### config.mk
export PLATFORM = sky130hd
export DESIGN_NAME = muldiv_ctrl
export DESIGN_NICKNAME = d
export VERILOG_FILES = /design/src/rtl/cpu_defs.sv /design/src/rtl/muldiv_iter.sv /design/src/rtl/muldiv_ctrl.sv
export SDC_FILE = /design/constraint.sdc
export NUM_CORES = 1
export LEC_CHECK = 0
export ABC_AREA = 1
export CORE_ASPECT_RATIO = 0.9
export CORE_MARGIN = 3
export CORE_UTILIZATION = 25
export CTS_CLUSTER_SIZE = 28
export DETAILED_ROUTE_END_ITERATION = 12
export DONT_BUFFER_PORTS = 1
export REMOVE_ABC_BUFFERS = 1
export SETUP_SLACK_MARGIN = 0.15
export SYNTH_ARGS = -nofsm -noshare
export SYNTH_HDL_FRONTEND = slang
export SYNTH_SLANG_ARGS = --single-unit
### constraint.sdc
create_clock -name clk -period 3.9 [get_ports clk]
set_input_delay 0.585 -clock clk [delete_from_list [all_inputs] [get_ports clk]]
set_output_delay 0.585 -clock clk [all_outputs]
set_load 0.01 [all_outputs]
### src/rtl/cpu_defs.sv
`default_nettype none
// ============================================================================
// Module      : cpu_defs (package)
// Description : Multiply/divide op encodings, sequencer state encodings and
//               default latencies shared by the HI/LO unit.
// Revision    : 1.0 - initial release
// ============================================================================
package cpu_defs;

    localparam int c_mul_lat_def = 32;
    localparam int c_div_lat_def = 32;
    localparam int c_cnt_w_def   = 6;

    localparam logic [2:0] c_md_none  = 3'b000;
    localparam logic [2:0] c_md_mult  = 3'b001;
    localparam logic [2:0] c_md_multu = 3'b010;
    localparam logic [2:0] c_md_div   = 3'b011;
    localparam logic [2:0] c_md_divu  = 3'b100;
    localparam logic [2:0] c_md_mthi  = 3'b101;
    localparam logic [2:0] c_md_mtlo  = 3'b110;

    localparam logic [1:0] c_st_idle = 2'd0;
    localparam logic [1:0] c_st_run  = 2'd1;
    localparam logic [1:0] c_st_done = 2'd2;

    function automatic logic md_op_valid(input logic [2:0] op);
        return (op != c_md_none) && (op <= c_md_mtlo);
    endfunction

    function automatic logic md_is_arith(input logic [2:0] op);
        return (op >= c_md_mult) && (op <= c_md_divu);
    endfunction

endpackage
`default_nettype wire

### src/rtl/muldiv_iter.sv
`default_nettype none
// ============================================================================
// Module      : muldiv_iter
// Description : One-bit-per-step shift-add multiplier / restoring divider on
//               operand magnitudes; signs are restored on the 32nd step.
// Revision    : 1.0 - initial release
// ============================================================================
module muldiv_iter (
    input  logic        clk,
    input  logic        rst,
    input  logic        i_start,
    input  logic        i_is_div,
    input  logic        i_signed,
    input  logic [31:0] i_a,
    input  logic [31:0] i_b,
    input  logic        i_step,
    output logic [31:0] o_hi,
    output logic [31:0] o_lo
);

    logic [31:0] r_hi;
    logic [31:0] r_lo;
    logic [31:0] r_mcand;
    logic        r_is_div;
    logic        r_neg_q;
    logic        r_neg_r;
    logic [4:0]  r_cnt;
    logic        r_active;

    logic [31:0] w_a_mag;
    logic [31:0] w_b_mag;
    logic [32:0] w_sum;
    logic [32:0] w_shift;
    logic        w_ge;
    logic [31:0] w_sub;
    logic [31:0] w_hi_n;
    logic [31:0] w_lo_n;
    logic [63:0] w_prod_neg;
    logic [31:0] w_hi_f;
    logic [31:0] w_lo_f;
    logic        w_last;

    assign w_a_mag = (i_signed && i_a[31]) ? (~i_a + 32'd1) : i_a;
    assign w_b_mag = (i_signed && i_b[31]) ? (~i_b + 32'd1) : i_b;

    always_comb begin
        w_sum   = {1'b0, r_hi} + (r_lo[0] ? {1'b0, r_mcand} : 33'd0);
        w_shift = {r_hi, r_lo[31]};
        w_ge    = (w_shift >= {1'b0, r_mcand});
        // The partial remainder after a successful subtract is below the divisor.
        w_sub   = w_shift[31:0] - r_mcand;
        if (r_is_div) begin
            w_hi_n = w_ge ? w_sub : w_shift[31:0];
            w_lo_n = {r_lo[30:0], w_ge};
        end else begin
            w_hi_n = w_sum[32:1];
            w_lo_n = {w_sum[0], r_lo[31:1]};
        end
        w_last     = (r_cnt == 5'd31);
        w_prod_neg = ~{w_hi_n, w_lo_n} + 64'd1;
        w_hi_f     = w_hi_n;
        w_lo_f     = w_lo_n;
        if (w_last) begin
            if (r_is_div) begin
                w_lo_f = r_neg_q ? (~w_lo_n + 32'd1) : w_lo_n;
                w_hi_f = r_neg_r ? (~w_hi_n + 32'd1) : w_hi_n;
            end else if (r_neg_q) begin
                w_hi_f = w_prod_neg[63:32];
                w_lo_f = w_prod_neg[31:0];
            end
        end
    end

    always_ff @(posedge clk) begin
        if (rst) begin
            r_hi     <= 32'd0;
            r_lo     <= 32'd0;
            r_mcand  <= 32'd0;
            r_is_div <= 1'b0;
            r_neg_q  <= 1'b0;
            r_neg_r  <= 1'b0;
            r_cnt    <= 5'd0;
            r_active <= 1'b0;
        end else if (i_start) begin
            r_hi     <= 32'd0;
            r_lo     <= w_a_mag;
            r_mcand  <= w_b_mag;
            r_is_div <= i_is_div;
            r_neg_q  <= i_signed && (i_a[31] ^ i_b[31]);
            r_neg_r  <= i_signed && i_a[31];
            r_cnt    <= 5'd0;
            r_active <= 1'b1;
        end else if (i_step && r_active) begin
            // Steps beyond the 32nd are ignored so longer latencies hold the result.
            r_hi  <= w_hi_f;
            r_lo  <= w_lo_f;
            r_cnt <= r_cnt + 5'd1;
            if (w_last) begin
                r_active <= 1'b0;
            end
        end
    end

    assign o_hi = r_hi;
    assign o_lo = r_lo;

endmodule
`default_nettype wire

### src/rtl/muldiv_ctrl.sv
`default_nettype none
// ============================================================================
// Module      : muldiv_ctrl
// Description : Sequencer for the iterative mul/div unit, HI/LO registers and
//               the stall requests that protect them in the pipeline.
// Revision    : 1.0 - initial release
// ============================================================================
module muldiv_ctrl
    import cpu_defs::*;
#(
    parameter int MUL_LAT = c_mul_lat_def,
    parameter int DIV_LAT = c_div_lat_def,
    parameter int CNT_W   = c_cnt_w_def
) (
    input  logic        clk,
    input  logic        rst,
    input  logic [2:0]  EXE_MDop,
    input  logic [31:0] EXE_A,
    input  logic [31:0] EXE_B,
    input  logic        EXE_adv,
    input  logic        EXE_flush,
    input  logic        ID_ReadHiLo,
    output logic        ID_shouldstall_md,
    output logic        EXE_shouldstall_md,
    output logic        MD_busy,
    output logic [31:0] HI,
    output logic [31:0] LO
);

    // The datapath produces one result bit per step; exact results need LAT >= 32.
    localparam logic [CNT_W-1:0] c_mul_init = CNT_W'(MUL_LAT - 1);
    localparam logic [CNT_W-1:0] c_div_init = CNT_W'(DIV_LAT - 1);

    logic [1:0]       r_state;
    logic [1:0]       w_state_next;
    logic [CNT_W-1:0] r_cnt;
    logic             r_dz;
    logic [31:0]      r_dz_a;
    logic [31:0]      r_hi;
    logic [31:0]      r_lo;

    logic        w_op_valid;
    logic        w_is_arith;
    logic        w_is_mul;
    logic        w_is_div;
    logic        w_is_signed;
    logic        w_div_zero;
    logic        w_issue;
    logic        w_start;
    logic        w_step;
    logic        w_busy;
    logic [31:0] w_iter_hi;
    logic [31:0] w_iter_lo;

    assign w_op_valid  = md_op_valid(EXE_MDop);
    assign w_is_arith  = md_is_arith(EXE_MDop);
    assign w_is_mul    = (EXE_MDop == c_md_mult) || (EXE_MDop == c_md_multu);
    assign w_is_div    = (EXE_MDop == c_md_div)  || (EXE_MDop == c_md_divu);
    assign w_is_signed = (EXE_MDop == c_md_mult) || (EXE_MDop == c_md_div);
    assign w_div_zero  = w_is_div && (EXE_B == 32'd0);
    assign w_issue     = w_op_valid && EXE_adv && !EXE_flush && (r_state == c_st_idle);
    assign w_start     = w_issue && w_is_arith;
    assign w_step      = (r_state == c_st_run);

    muldiv_iter u_iter (
        .clk      (clk),
        .rst      (rst),
        .i_start  (w_start),
        .i_is_div (w_is_div),
        .i_signed (w_is_signed),
        .i_a      (EXE_A),
        .i_b      (EXE_B),
        .i_step   (w_step),
        .o_hi     (w_iter_hi),
        .o_lo     (w_iter_lo)
    );

    always_ff @(posedge clk) begin
        if (rst) begin
            r_state <= c_st_idle;
        end else begin
            r_state <= w_state_next;
        end
    end

    always_comb begin
        w_state_next = r_state;
        case (r_state)
            c_st_idle: begin
                if (w_start) begin
                    w_state_next = w_div_zero ? c_st_done : c_st_run;
                end
            end
            c_st_run: begin
                if (r_cnt == '0) begin
                    w_state_next = c_st_done;
                end
            end
            c_st_done: w_state_next = c_st_idle;
            default:   w_state_next = c_st_idle;
        endcase
    end

    always_comb begin
        w_busy             = (r_state != c_st_idle);
        MD_busy            = w_busy;
        ID_shouldstall_md  = ID_ReadHiLo && (w_busy || (w_op_valid && !EXE_flush));
        EXE_shouldstall_md = w_op_valid && !EXE_flush && w_busy;
    end

    always_ff @(posedge clk) begin
        if (rst) begin
            r_cnt <= '0;
        end else if (w_start) begin
            r_cnt <= w_is_mul ? c_mul_init : c_div_init;
        end else if (w_step && (r_cnt != '0)) begin
            r_cnt <= r_cnt - 1'b1;
        end
    end

    // Divide-by-zero bypasses the datapath; its result is fixed by the dividend.
    always_ff @(posedge clk) begin
        if (rst) begin
            r_dz   <= 1'b0;
            r_dz_a <= 32'd0;
        end else if (w_start) begin
            r_dz   <= w_div_zero;
            r_dz_a <= EXE_A;
        end
    end

    always_ff @(posedge clk) begin
        if (rst) begin
            r_hi <= 32'd0;
            r_lo <= 32'd0;
        end else if (r_state == c_st_done) begin
            r_hi <= r_dz ? r_dz_a : w_iter_hi;
            r_lo <= r_dz ? 32'hFFFF_FFFF : w_iter_lo;
        end else if (w_issue && (EXE_MDop == c_md_mthi)) begin
            r_hi <= EXE_A;
        end else if (w_issue && (EXE_MDop == c_md_mtlo)) begin
            r_lo <= EXE_A;
        end
    end

    assign HI = r_hi;
    assign LO = r_lo;

endmodule
`default_nettype wire

==> results of run 1 <==
-- layout make-up --
cell class                      instances  area (um^2)
Clock buffer                           31          731
Clock inverter                         19          277
Fill cell                            7926        49700
Multi-Input combinational cell       2310        11900
Sequential cell                       210         4210
Inverter                              417         1570
Tap cell                              940         1180
Timing Repair Buffer                  126         1010
-- flip-flops by register name, indices dropped and copies added (netlist names), 5 cells and up --
signal / cells
LO: 32
u_iter.o_lo: 32
HI: 32
u_iter.o_hi: 32
r_dz_a: 32
u_iter.r_cnt: 5
r_cnt: 6
u_iter.r_mcand: 32
-- worst min path at each step --
| stage | from | endpoint | slack (ns) | depth (start not counted) |
|---|---|---|---|---|
| after floorplan | r_dz_a[18] | r_dz_a[18] | 0.42 | 2 |
| after global placement | r_dz_a[18] | r_dz_a[18] | 0.43 | 2 |
| after detailed placement | r_dz_a[18] | r_dz_a[18] | 0.44 | 2 |
| after CTS | rst | r_dz_a[0] | 0.05 | 1 |
| after global routing | rst | r_dz_a[11] | 0.06 | 1 |
| final | rst | r_dz_a[11] | 0.08 | 1 |
-- layer usage --
metal	routed length, um	share of wire
met1	32600	0.45
met2	32600	0.45
met3	5290	0.073
met4	2410	0.033
met5	13	0.00018
-- layout by cell type, fill, tap and decap left out, types with 18 or more instances in the layout --
cell type,count
ha_1,66
nor2_1,355
nand2_2,24
nand3_1,179
nor2_2,35
o21ai_0,344
xor2_1,47
clkbuf_16,27
nor3_1,30
inv_1,400
o21ai_1,23
a21oi_1,171
a31oi_1,53
nand4_1,29
o21bai_1,18
dfxtp_1,206
nand2_1,748
buf_4,121
-- timing repair --
| action | 4_1_cts | 5_1_grt |
|---|---|---|
| buffers inserted | 3 | 3 |
| pin swaps | 1 | 2 |
| endpoints found under the setup margin | 3 | 30 |
| hold buffers | 0 | 0 |
| gates resized for setup | 2 | 50 |
-- critical path, stage by stage (launching register included) --
cell and delay (ns):
dfxtp_2 0.36, buf_12 0.17, nand2_1 0.11, inv_1 0.06, ha_1 0.31, nand2_1 0.11
nor2_1 0.27, nand2_1 0.24, nor4_4 0.27, nand2_1 0.22, nand3_1 0.12, nand2_1 0.05
nand3_1 0.07, nand3_1 0.14, buf_4 0.18, nor2_1 0.15, nand2_1 0.09, nor2_1 0.09
nand2_1 0.05, nand2_1 0.09, nand2_1 0.06, nand2_1 0.06, nand3_1 0.10, nand2_1 0.09
inv_1 0.07
-- power by group --
group	switching (mW)	leakage, nW	internal (mW)	total (mW)
registers	0.0768	1.70	2.22	2.30
logic	0.965	8.22	0.463	1.43
clock network	1.13	0.485	1.75	2.88
-- kinds of logic after synthesis --
group | Yosys count | share of synthesized area
xor gates and xnor gates | 59 | 0.0288
and+or+nand+nor | 1485 | 0.357
adders and majority gates | 72 | 0.0510
AOI/OAI and AO/OA | 694 | 0.213
DFF | 210 | 0.234
buffers and inverters | 540 | 0.116
==> results.txt, run 1 <==
----------------------------------------------------
[Setup path]
  Cell depth of the worst flop-to-flop path ... 24
  Worst Path Max Fanout ... 26
  Signal arrival time at the worst endpoint ... 4.12 ns
  Crit path capture ... u_iter.o_hi[26]
  Required time of the critical path ... 4.37 ns
  Startpoint of the most critical register-to-register path ... u_iter.o_lo[0]
  Critical register-to-register path endpoint ... u_iter.o_hi[26]
  Nature of the critical path endpoint ... register
  Worst setup path startpoint ... u_iter.o_lo[0]
  Worst reg2reg setup slack ... 0.25 ns
  WS Path Type ... register to register
  Worst setup SP type ... register

[Power and ir drop]
  Total chip power ... 6.61 mW
  Static Leakage ... 10.4 nW
  Maximum vdd ir drop ... 0.329 mV
  Power density relative to cell area ... 317 nW/um^2

[Global routing]
  Via count of the first global-routing pass ... 18.1k
  Wire length of the first global-routing pass ... 110000 um
  Antenna violations before repair ... 1
  Maximum number of pins on one net before global-route repair ... 67
  Met1 routing resource usage after global routing ... 0.257
  Overflow left after global routing ... 0
  Global Route met2 Usage ... 0.305
  Most utilized layer in the global route result ... met2
  GRT Total Usage ... 0.188
  Met3 Resource Use GR ... 0.0286

[Placed design]
  Number of buffers inserted by port buffering ... 0
  Post-placement cell count ... 3997
  Worst setup slack before clock tree synthesis ... 0.0588 ns
  Post-place instance area ... 19600 um^2
  Post-detail-place hpwl ... 57500 um
  Placer congestion estimate ... 0.993

[Routing]
  DRC violation count after routing ... 0
  First-pass iteration count of the detailed router ... 5
  First DRT Iteration DRCs ... 1793
  Final wirelength ... 72900 um
  Post-route ant nets ... 0
  Via density ... 4.95
  Via count ... 20.1k
  Average wire per standard cell ... 18.0 um

[Final layout]
  Layout overhead on the synthesized area ... 16.0%
  Post-layout util ... 0.295
  Final Net Count ... 3236
  Layout cells sized above 1 ... 0.103
  Antenna fix cells ... 0
  Count of non-filler cells in the finished layout ... 4053
  Post-Layout Inst Area ... 20800 um^2

[Floorplanning]
  Num rows ... 92
  Die Y-Extent ... 260 um
  Std-Cell Core Area ... 70600 um^2
  Die span in x ... 289 um
  Number of primary I/O pins ... 139
  Initial Utilization ... 0.255
  Die ar. ... 75100 um^2

[Yosys]
  Synth area leader ... dfxtp_1
  Flop and latch count out of synthesis ... 210
  Yosys synthesis warning count ... 0
  Post-Syn Area per Cell ... 5.87 um^2
  Synth top area cells ... dfxtp_1 23%, nand2_1 16%, o21ai_0 9.7%
  Most frequently used cell type in the post-synthesis netlist ... nand2_1
  Proportion of register bits with asynchronous set or reset after synthesis ... 0
  Commonest register cell after synthesis ... dfxtp_1
  Cell area after synthesis ... 18000 um^2
  Number of synthesized flops with an enable pin ... 0
  Portion of synthesized cell area occupied by the leading cell type ... 0.234
  Post-synthesis cell count ... 3060
  Synth cell types ... 57
  Most common library cells after synthesis ... 754 x nand2_1, 403 x inv_1, 375 x nor2_1, 347 x o21ai_0, 210 x dfxtp_1
  Portion of the post-synthesis area used by sequential elements ... 0.234

[CTS]
  Insertion delay of the later-clocked pin in the worst-skew pair ... 0.59 ns
  Buffer type at the clock tree root ... clkbuf_16
  CTS sink count ... 210
  Max clock buf depth ... 3
  Clock tree from TritonCTS ... done
  H-tree levels ... 1
  Clock transition at the registers of the reported paths ... 0.06 ns
  CTS Buf Count ... 27

[Timing]
  Slew Limit Fails ... 0
  Worst max-slew margin expressed relative to the limit ... 0.310
  Post-Route Hold Slack ... 0.0815 ns
  Slew at the pin with the worst max-slew slack ... 1.04 ns
  Fin Setup TNS ... 0 ns
  Number of failing hold endpoints at the final stage ... 0
  Final setup fails ... 0
  Minimum clock period ... 3.65 ns
  Final WS setup ... 0.253 ns
  Max Clock Skew ... 0.0131 ns
  Share of the cycle needed by the critical path after routing ... 0.935
  RSZ-0062 raised after global routing ... yes
  Achievable Freq ... 274 MHz

[Worst hold path]
  Type of the tightest min-delay check ... input port to register

[Run]
  Number of maximum-capacitance constraint violations ... 0

[Status]
  Result of the run ... finished clean

----------------------------------------------------
Note: power is estimated with default switching activity, not from simulation.
==> inputs of run 2 (changes only) <==
- SLEW_MARGIN: unset -> 20
- clock period: 3.9 -> 4.6 ns (I/O delays scaled with it)
==> results.txt, run 2 (same netlist as run 1, synthesis figures left out) <==
----------------------------------------------------
[Status]
  Result of the run ... finished clean (unchanged)

[Setup path]
  Number of buffer and inverter stages on the critical path ... 3 (was 4)
  Slowest stage cell on the critical path ... dfxtp_1 (was dfxtp_2)
  Worst setup SP type ... register (unchanged)
  Required time of the critical path ... 5.09 ns (was 4.37 ns)
  Signal arrival time at the worst endpoint ... 4.74 ns (was 4.12 ns)
  Nature of the critical path endpoint ... register (unchanged)
  Worst Path Max Fanout ... 14 (was 26)
  WS Path Type ... register to register (unchanged)
  Kind of cell adding the most delay to the critical path ... simple AND/OR/NAND/NOR gates (unchanged)
  Cells along the critical path ... ha_1, inv_1, nor2_1, nand2_2, inv_1, a21oi_1, nand2_2, nor2_8, nand2_4, nand2_2, nor2_1, nor2_4, nand2_2, nor2_2, nand2_1, o21ai_0, nand3_1, nand2_1, nand2_1, o21bai_1, inv_1 (was buf_12, nand2_1, inv_1, ha_1, nand2_1, nor2_1, nand2_1, nor4_4, nand2_1, nand3_1, nand2_1, nand3_1, nand3_1, buf_4, nor2_1, nand2_1, nor2_1, nand2_1, nand2_1, nand2_1, nand2_1, nand3_1, nand2_1, inv_1)
  Stage delay of the slowest cell on the critical path ... 0.57 ns (was 0.36 ns)
  Crit-path most repeated cell ... nand2_2 (was nand2_1)

[Power and ir drop]
  Switching pwr ... 1.80 mW (was 2.18 mW)
  Combinational group share of total power ... 0.217 (was 0.216)
  Internal Pwr Total ... 3.51 mW (was 4.43 mW)
  Share of power burned in the clock network ... 0.416 (was 0.436)
  Sequential share of power ... 0.367 (was 0.348)
  Static Leakage ... 9.90 nW (was 10.4 nW)
  Total chip power ... 5.31 mW (was 6.61 mW)
  Maximum vdd ir drop ... 0.298 mV (was 0.329 mV)
  Net switching share of the total power ... 0.339 (was 0.329)
  Power density relative to cell area ... 267 nW/um^2 (was 317 nW/um^2)

[Final layout]
  Most common library cell in the layout ignoring fill and taps ... nand2_1 (unchanged)
  Post-Layout Inst Area ... 19900 um^2 (was 20800 um^2)
  Filler cells ... 7988 (was 7926)
  Most used cells in the layout excluding fill and tap cells ... 753 x nand2_1, 400 x inv_1, 372 x nor2_1 (was 748 x nand2_1, 400 x inv_1, 355 x nor2_1)
  Final Net Count ... 3157 (was 3236)
  Layout overhead on the synthesized area ... 11.0% (was 16.0%)
  Antenna fix cells ... 0 (unchanged)
  Layout cells sized above 1 ... 0.0653 (was 0.103)

[Timing]
  Slew Limit Fails ... 0 (unchanged)
  Number of failing hold endpoints at the final stage ... 0 (unchanged)
  Post-Route Hold Slack ... 0.191 ns (was 0.0815 ns)
  Final setup fails ... 0 (unchanged)
  Slew at the pin with the worst max-slew slack ... 0.864 ns (was 1.04 ns)
  RSZ-0062 raised after global routing ... no (was yes)
  Final WS setup ... 0.350 ns (was 0.253 ns)
  Minimum clock period ... 4.25 ns (was 3.65 ns)
  Worst max-slew margin expressed relative to the limit ... 0.423 (was 0.310)
  Share of the cycle needed by the critical path after routing ... 0.924 (was 0.935)
  Achievable Freq ... 235 MHz (was 274 MHz)
  Max Clock Skew ... 0.0284 ns (was 0.0131 ns)

[Routing]
  Final wirelength ... 72000 um (was 72900 um)
  First-pass iteration count of the detailed router ... 7 (was 5)
  Via count ... 19.6k (was 20.1k)
  First DRT Iteration DRCs ... 1809 (was 1793)
  Average wire per standard cell ... 18.1 um (was 18.0 um)
  Via density ... 4.93 (was 4.95)
  Post-route ant nets ... 0 (unchanged)
  DRC violation count after routing ... 0 (unchanged)

[Global routing]
  Wire length of the first global-routing pass ... 109000 um (was 110000 um)
  Via count of the first global-routing pass ... 17.8k (was 18.1k)
  GRT Total Usage ... 0.186 (was 0.188)
  Overflow left after global routing ... 0 (unchanged)
  Maximum number of pins on one net before global-route repair ... 80 (was 67)
  Antenna violations before repair ... 1 (unchanged)

[Worst hold path]
  Type of the tightest min-delay check ... input port to register (unchanged)

[Run]
  Number of maximum-capacitance constraint violations ... 0 (unchanged)

[CTS]
  Total of hold buffers inserted after clock tree synthesis ... 0 (unchanged)
  Max clock buf depth ... 3 (unchanged)
  Post-CTS setup repair buffer count ... 0 (was 3)
  Insertion delay of the later-clocked pin in the worst-skew pair ... 0.59 ns (about the same)
  CTS sink count ... 210 (unchanged)
  Clock tree from TritonCTS ... done (unchanged)
  Post-cts resize count ... 0 (was 2)
  Buffer type at the clock tree root ... clkbuf_16 (unchanged)
  Clock transition at the registers of the reported paths ... 0.06 ns (about the same)
  CTS Buf Count ... 27 (unchanged)
  H-tree levels ... 1 (unchanged)

[Floorplanning]
  Num rows ... 92 (unchanged)
  Std-Cell Core Area ... 70600 um^2 (unchanged)
  Die ar. ... 75100 um^2 (unchanged)
  Die Y-Extent ... 260 um (unchanged)
  Initial Utilization ... 0.255 (unchanged)
  Die span in x ... 289 um (unchanged)
  Number of primary I/O pins ... 139 (unchanged)

[Placed design]
  Worst setup slack before clock tree synthesis ... 0.526 ns (was 0.0588 ns)
  Placer congestion estimate ... 0.976 (was 0.993)
  Post-place instance area ... 19000 um^2 (was 19600 um^2)
  Post-detail-place hpwl ... 56000 um (was 57500 um)
  Number of buffers inserted by port buffering ... 0 (unchanged)

----------------------------------------------------
run 2: changes by cell type in the layout (fill, tap and decap cells not counted), sizes merged:
cell,change
clkinvlp,-1
buf,-79
clkbuf,+5
inv,-2
bufinv,-4
run 2: routing by layer:
metal  share of wire  global-route usage
met3           0.080              0.0350
met4           0.039              0.0701
met1            0.45               0.251
met5               0                   0
met2            0.43               0.294
run 2: cell type report:
| type | count | area, um^2 | share of cell area |
|---|---|---|---|
| Clock inverter | 12 | 135 | 0.00678 |
| Inverter | 417 | 1570 | 0.0787 |
| Tap cell | 940 | 1180 | 0.0590 |
| Clock buffer | 36 | 769 | 0.0386 |
| Sequential cell | 210 | 4210 | 0.211 |
| Timing Repair Buffer | 47 | 382 | 0.0191 |
| Multi-Input combinational cell | 2310 | 11700 | 0.587 |
run 2: path summary, 6_finish.rpt:
check	from	endpoint	slack, ns	cells after the start
worst max-delay path	u_iter.o_hi[30]	u_iter.o_hi[25]	0.35	21
worst max register to register	u_iter.o_hi[30]	u_iter.o_hi[25]	0.35	21
worst min register to register	r_dz_a[18]	r_dz_a[18]	0.46	2
worst min-delay path	rst	r_dz_a[0]	0.19	1
run 2: stage by stage:
stage,TNS [ns],utilization,std cells
3_5_place_dp,0,0.270,3924
4_1_cts,0,0.283,3972
3_3_place_gp,0,0.270,3924
2_1_floorplan,-15.59,-,2937
6_report,0,0.283,3972
5_1_grt,0,0.283,3972
run 2: power groups by stage:
stage          combinational, mW  clock, mW  sequential (mW)
2_1_floorplan              0.794          0             1.97
3_3_place_gp                1.14          0             1.99
3_5_place_dp                1.13          0             1.99
4_1_cts                     1.14       2.27             1.95
5_1_grt                     1.28       2.32             1.96
6_report                    1.15       2.21             1.95
run 2: worst register-to-register path: stages (launching register included):
cell	delay (ns)
dfxtp_1	0.57
ha_1	0.32
inv_1	0.09
nor2_1	0.09
nand2_2	0.16
inv_1	0.06
a21oi_1	0.30
nand2_2	0.14
nor2_8	0.31
nand2_4	0.14
nand2_2	0.21
nor2_1	0.11
nor2_4	0.20
nand2_2	0.10
nor2_2	0.13
nand2_1	0.10
o21ai_0	0.52
nand3_1	0.24
nand2_1	0.10
nand2_1	0.05
o21bai_1	0.15
inv_1	0.05
==> inputs of run 3 (changes only) <==
- CAP_MARGIN: unset -> 0
- CORE_MARGIN: 3 -> 5
- CTS_CLUSTER_DIAMETER: unset -> 100
==> results.txt, run 3 (same netlist as run 1, synthesis figures left out) <==
----------------------------------------------------
[Status]
  Result of the run ... finished clean (unchanged)

[Floorplanning]
  Number of primary I/O pins ... 139 (unchanged)
  Initial Utilization ... 0.251 (was 0.255)
  Num rows ... 93 (was 92)
  Die Y-Extent ... 264 um (was 260 um)
  Die span in x ... 293 um (was 289 um)
  Die ar. ... 77300 um^2 (was 75100 um^2)
  Std-Cell Core Area ... 71400 um^2 (was 70600 um^2)

[Timing]
  Slew Limit Fails ... 0 (unchanged)
  Number of failing hold endpoints at the final stage ... 0 (unchanged)
  Minimum clock period ... 4.05 ns (was 4.25 ns)
  Post-Route Hold Slack ... 0.275 ns (was 0.191 ns)
  Worst max-slew margin expressed relative to the limit ... 0.375 (was 0.423)
  Final WS setup ... 0.545 ns (was 0.350 ns)
  RSZ-0062 raised after global routing ... no (unchanged)
  Slew at the pin with the worst max-slew slack ... 0.931 ns (was 0.864 ns)
  Final setup fails ... 0 (unchanged)
  Max Clock Skew ... 0.0387 ns (was 0.0284 ns)
  Achievable Freq ... 247 MHz (was 235 MHz)
  Share of the cycle needed by the critical path after routing ... 0.881 (was 0.924)

[Power and ir drop]
  Maximum vdd ir drop ... 0.190 mV (was 0.298 mV)
  Power density relative to cell area ... 234 nW/um^2 (was 267 nW/um^2)
  Static Leakage ... 9.70 nW (was 9.90 nW)

[Placed design]
  Post-detail-place hpwl ... 55900 um (was 56000 um)
  Placer congestion estimate ... 0.983 (was 0.976)
  Worst setup slack before clock tree synthesis ... 0.540 ns (was 0.526 ns)
  Number of buffers inserted by port buffering ... 0 (unchanged)

[Routing]
  Post-route ant nets ... 0 (unchanged)
  First DRT Iteration DRCs ... 1879 (was 1809)
  Average wire per standard cell ... 17.9 um (was 18.1 um)
  First-pass iteration count of the detailed router ... 6 (was 7)
  Via count ... 19.5k (was 19.6k)
  Via density ... 4.94 (was 4.93)
  DRC violation count after routing ... 0 (unchanged)
  Final wirelength ... 71000 um (was 72000 um)

[Final layout]
  Layout overhead on the synthesized area ... 8.57% (was 11.0%)
  Final Net Count ... 3143 (was 3157)
  Most used cells in the layout excluding fill and tap cells ... 753 x nand2_1, 400 x inv_1, 372 x nor2_1 (unchanged)
  Antenna fix cells ... 0 (unchanged)
  Most common library cell in the layout ignoring fill and taps ... nand2_1 (unchanged)
  Layout cells sized above 1 ... 0.0586 (was 0.0653)

[Setup path]
  Signal arrival time at the worst endpoint ... 4.49 ns (was 4.74 ns)
  Slowest stage cell on the critical path ... dfxtp_1 (unchanged)
  Nature of the critical path endpoint ... register (unchanged)
  Number of buffer and inverter stages on the critical path ... 3 (unchanged)
  Crit-path most repeated cell ... nand2_2 (unchanged)
  Kind of cell adding the most delay to the critical path ... simple AND/OR/NAND/NOR gates (unchanged)
  Cells along the critical path ... ha_1, inv_1, nor2_1, nand2_2, inv_1, a21oi_1, nand2_2, nor2_8, nand2_4, nand2_2, nor2_1, nor2_4, nand2_2, nor2_2, nand2_1, o21ai_0, nand3_1, nand2_1, nand2_1, o21bai_1, inv_1 (unchanged)
  WS Path Type ... register to register (unchanged)
  Required time of the critical path ... 5.04 ns (was 5.09 ns)
  Worst setup SP type ... register (unchanged)
  Stage delay of the slowest cell on the critical path ... 0.62 ns (was 0.57 ns)
  Worst Path Max Fanout ... 14 (unchanged)

[Global routing]
  Via count of the first global-routing pass ... 17.7k (was 17.8k)
  Overflow left after global routing ... 0 (unchanged)
  GRT Total Usage ... 0.175 (was 0.186)
  Maximum number of pins on one net before global-route repair ... 72 (was 80)
  Antenna violations before repair ... 1 (unchanged)
  Wire length of the first global-routing pass ... 108000 um (was 109000 um)

[CTS]
  Max clock buf depth ... 3 (unchanged)
  Buffer type at the clock tree root ... clkbuf_16 (unchanged)
  Insertion delay of the later-clocked pin in the worst-skew pair ... 0.54 ns (was 0.59 ns)
  H-tree levels ... 1 (unchanged)
  CTS sink count ... 210 (unchanged)
  CTS Buf Count ... 14 (was 27)
  Clock tree from TritonCTS ... done (unchanged)
  Clock transition at the registers of the reported paths ... 0.11 ns (was 0.06 ns)
  Post-CTS setup repair buffer count ... 0 (unchanged)

[Worst hold path]
  Type of the tightest min-delay check ... input port to register (unchanged)

[Run]
  Number of maximum-capacitance constraint violations ... 0 (unchanged)

----------------------------------------------------
-- run 3: cell types whose count changed in the layout (fill, tap and decap cells not counted), sizes merged --
cell | before | now
buf | 47 | 46
clkinvlp | 4 | 0
inv | 412 | 415
bufinv | 2 | 0
clkbuf | 36 | 16
clkinv | 11 | 8
-- run 3: per-layer routing --
layer  GRT usage  part of all wire
met3      0.0264             0.066
met4      0.0613             0.041
met5           0           0.00018
met2       0.289              0.45
met1       0.232              0.44
-- run 3: worst paths after layout --
check | cells after the start | endpoint | slack [ns] | startpoint
setup reg to reg | 21 | u_iter.o_hi[25] | 0.55 | u_iter.o_hi[30]
hold reg to reg | 2 | r_dz_a[18] | 0.46 | r_dz_a[18]
hold / removal | 1 | r_state[0] | 0.28 | rst
setup / recovery | 21 | u_iter.o_hi[25] | 0.55 | u_iter.o_hi[30]
-- run 3: layout make-up --
type | count | area (um^2)
clock inverters | 6 | 92.6
repair buffers | 46 | 358
well taps | 950 | 1190
multi-input cells | 2310 | 11700
flip-flops and latches | 210 | 4210
fillers | 8126 | 51900
inverters | 417 | 1570
clock buffers | 16 | 389
-- run 3: report_power, final --
group | total [mW] | internal [mW] | switching, mW
Sequential | 1.95 | 1.88 | 0.0708
Clock | 1.47 | 0.655 | 0.811
Combinational | 1.15 | 0.341 | 0.805
-- run 3: through the flow --
step	cells	utilization	power, mW	cell area, um^2	setup TNS (ns)
floorplan	2937	-	2.77	17400	-15.59
global placement	3933	0.266	3.13	19000	0
detailed placement	3933	0.266	3.12	19000	0
CTS	3955	0.273	4.60	19500	0
global route	3955	0.273	4.80	19500	0
finish	3955	0.273	4.57	19500	0
-- run 3: timing repair --
action,in CTS,in global routing
endpoints found under the setup margin,0,2
hold buffers,0,0
gates resized for setup,0,2
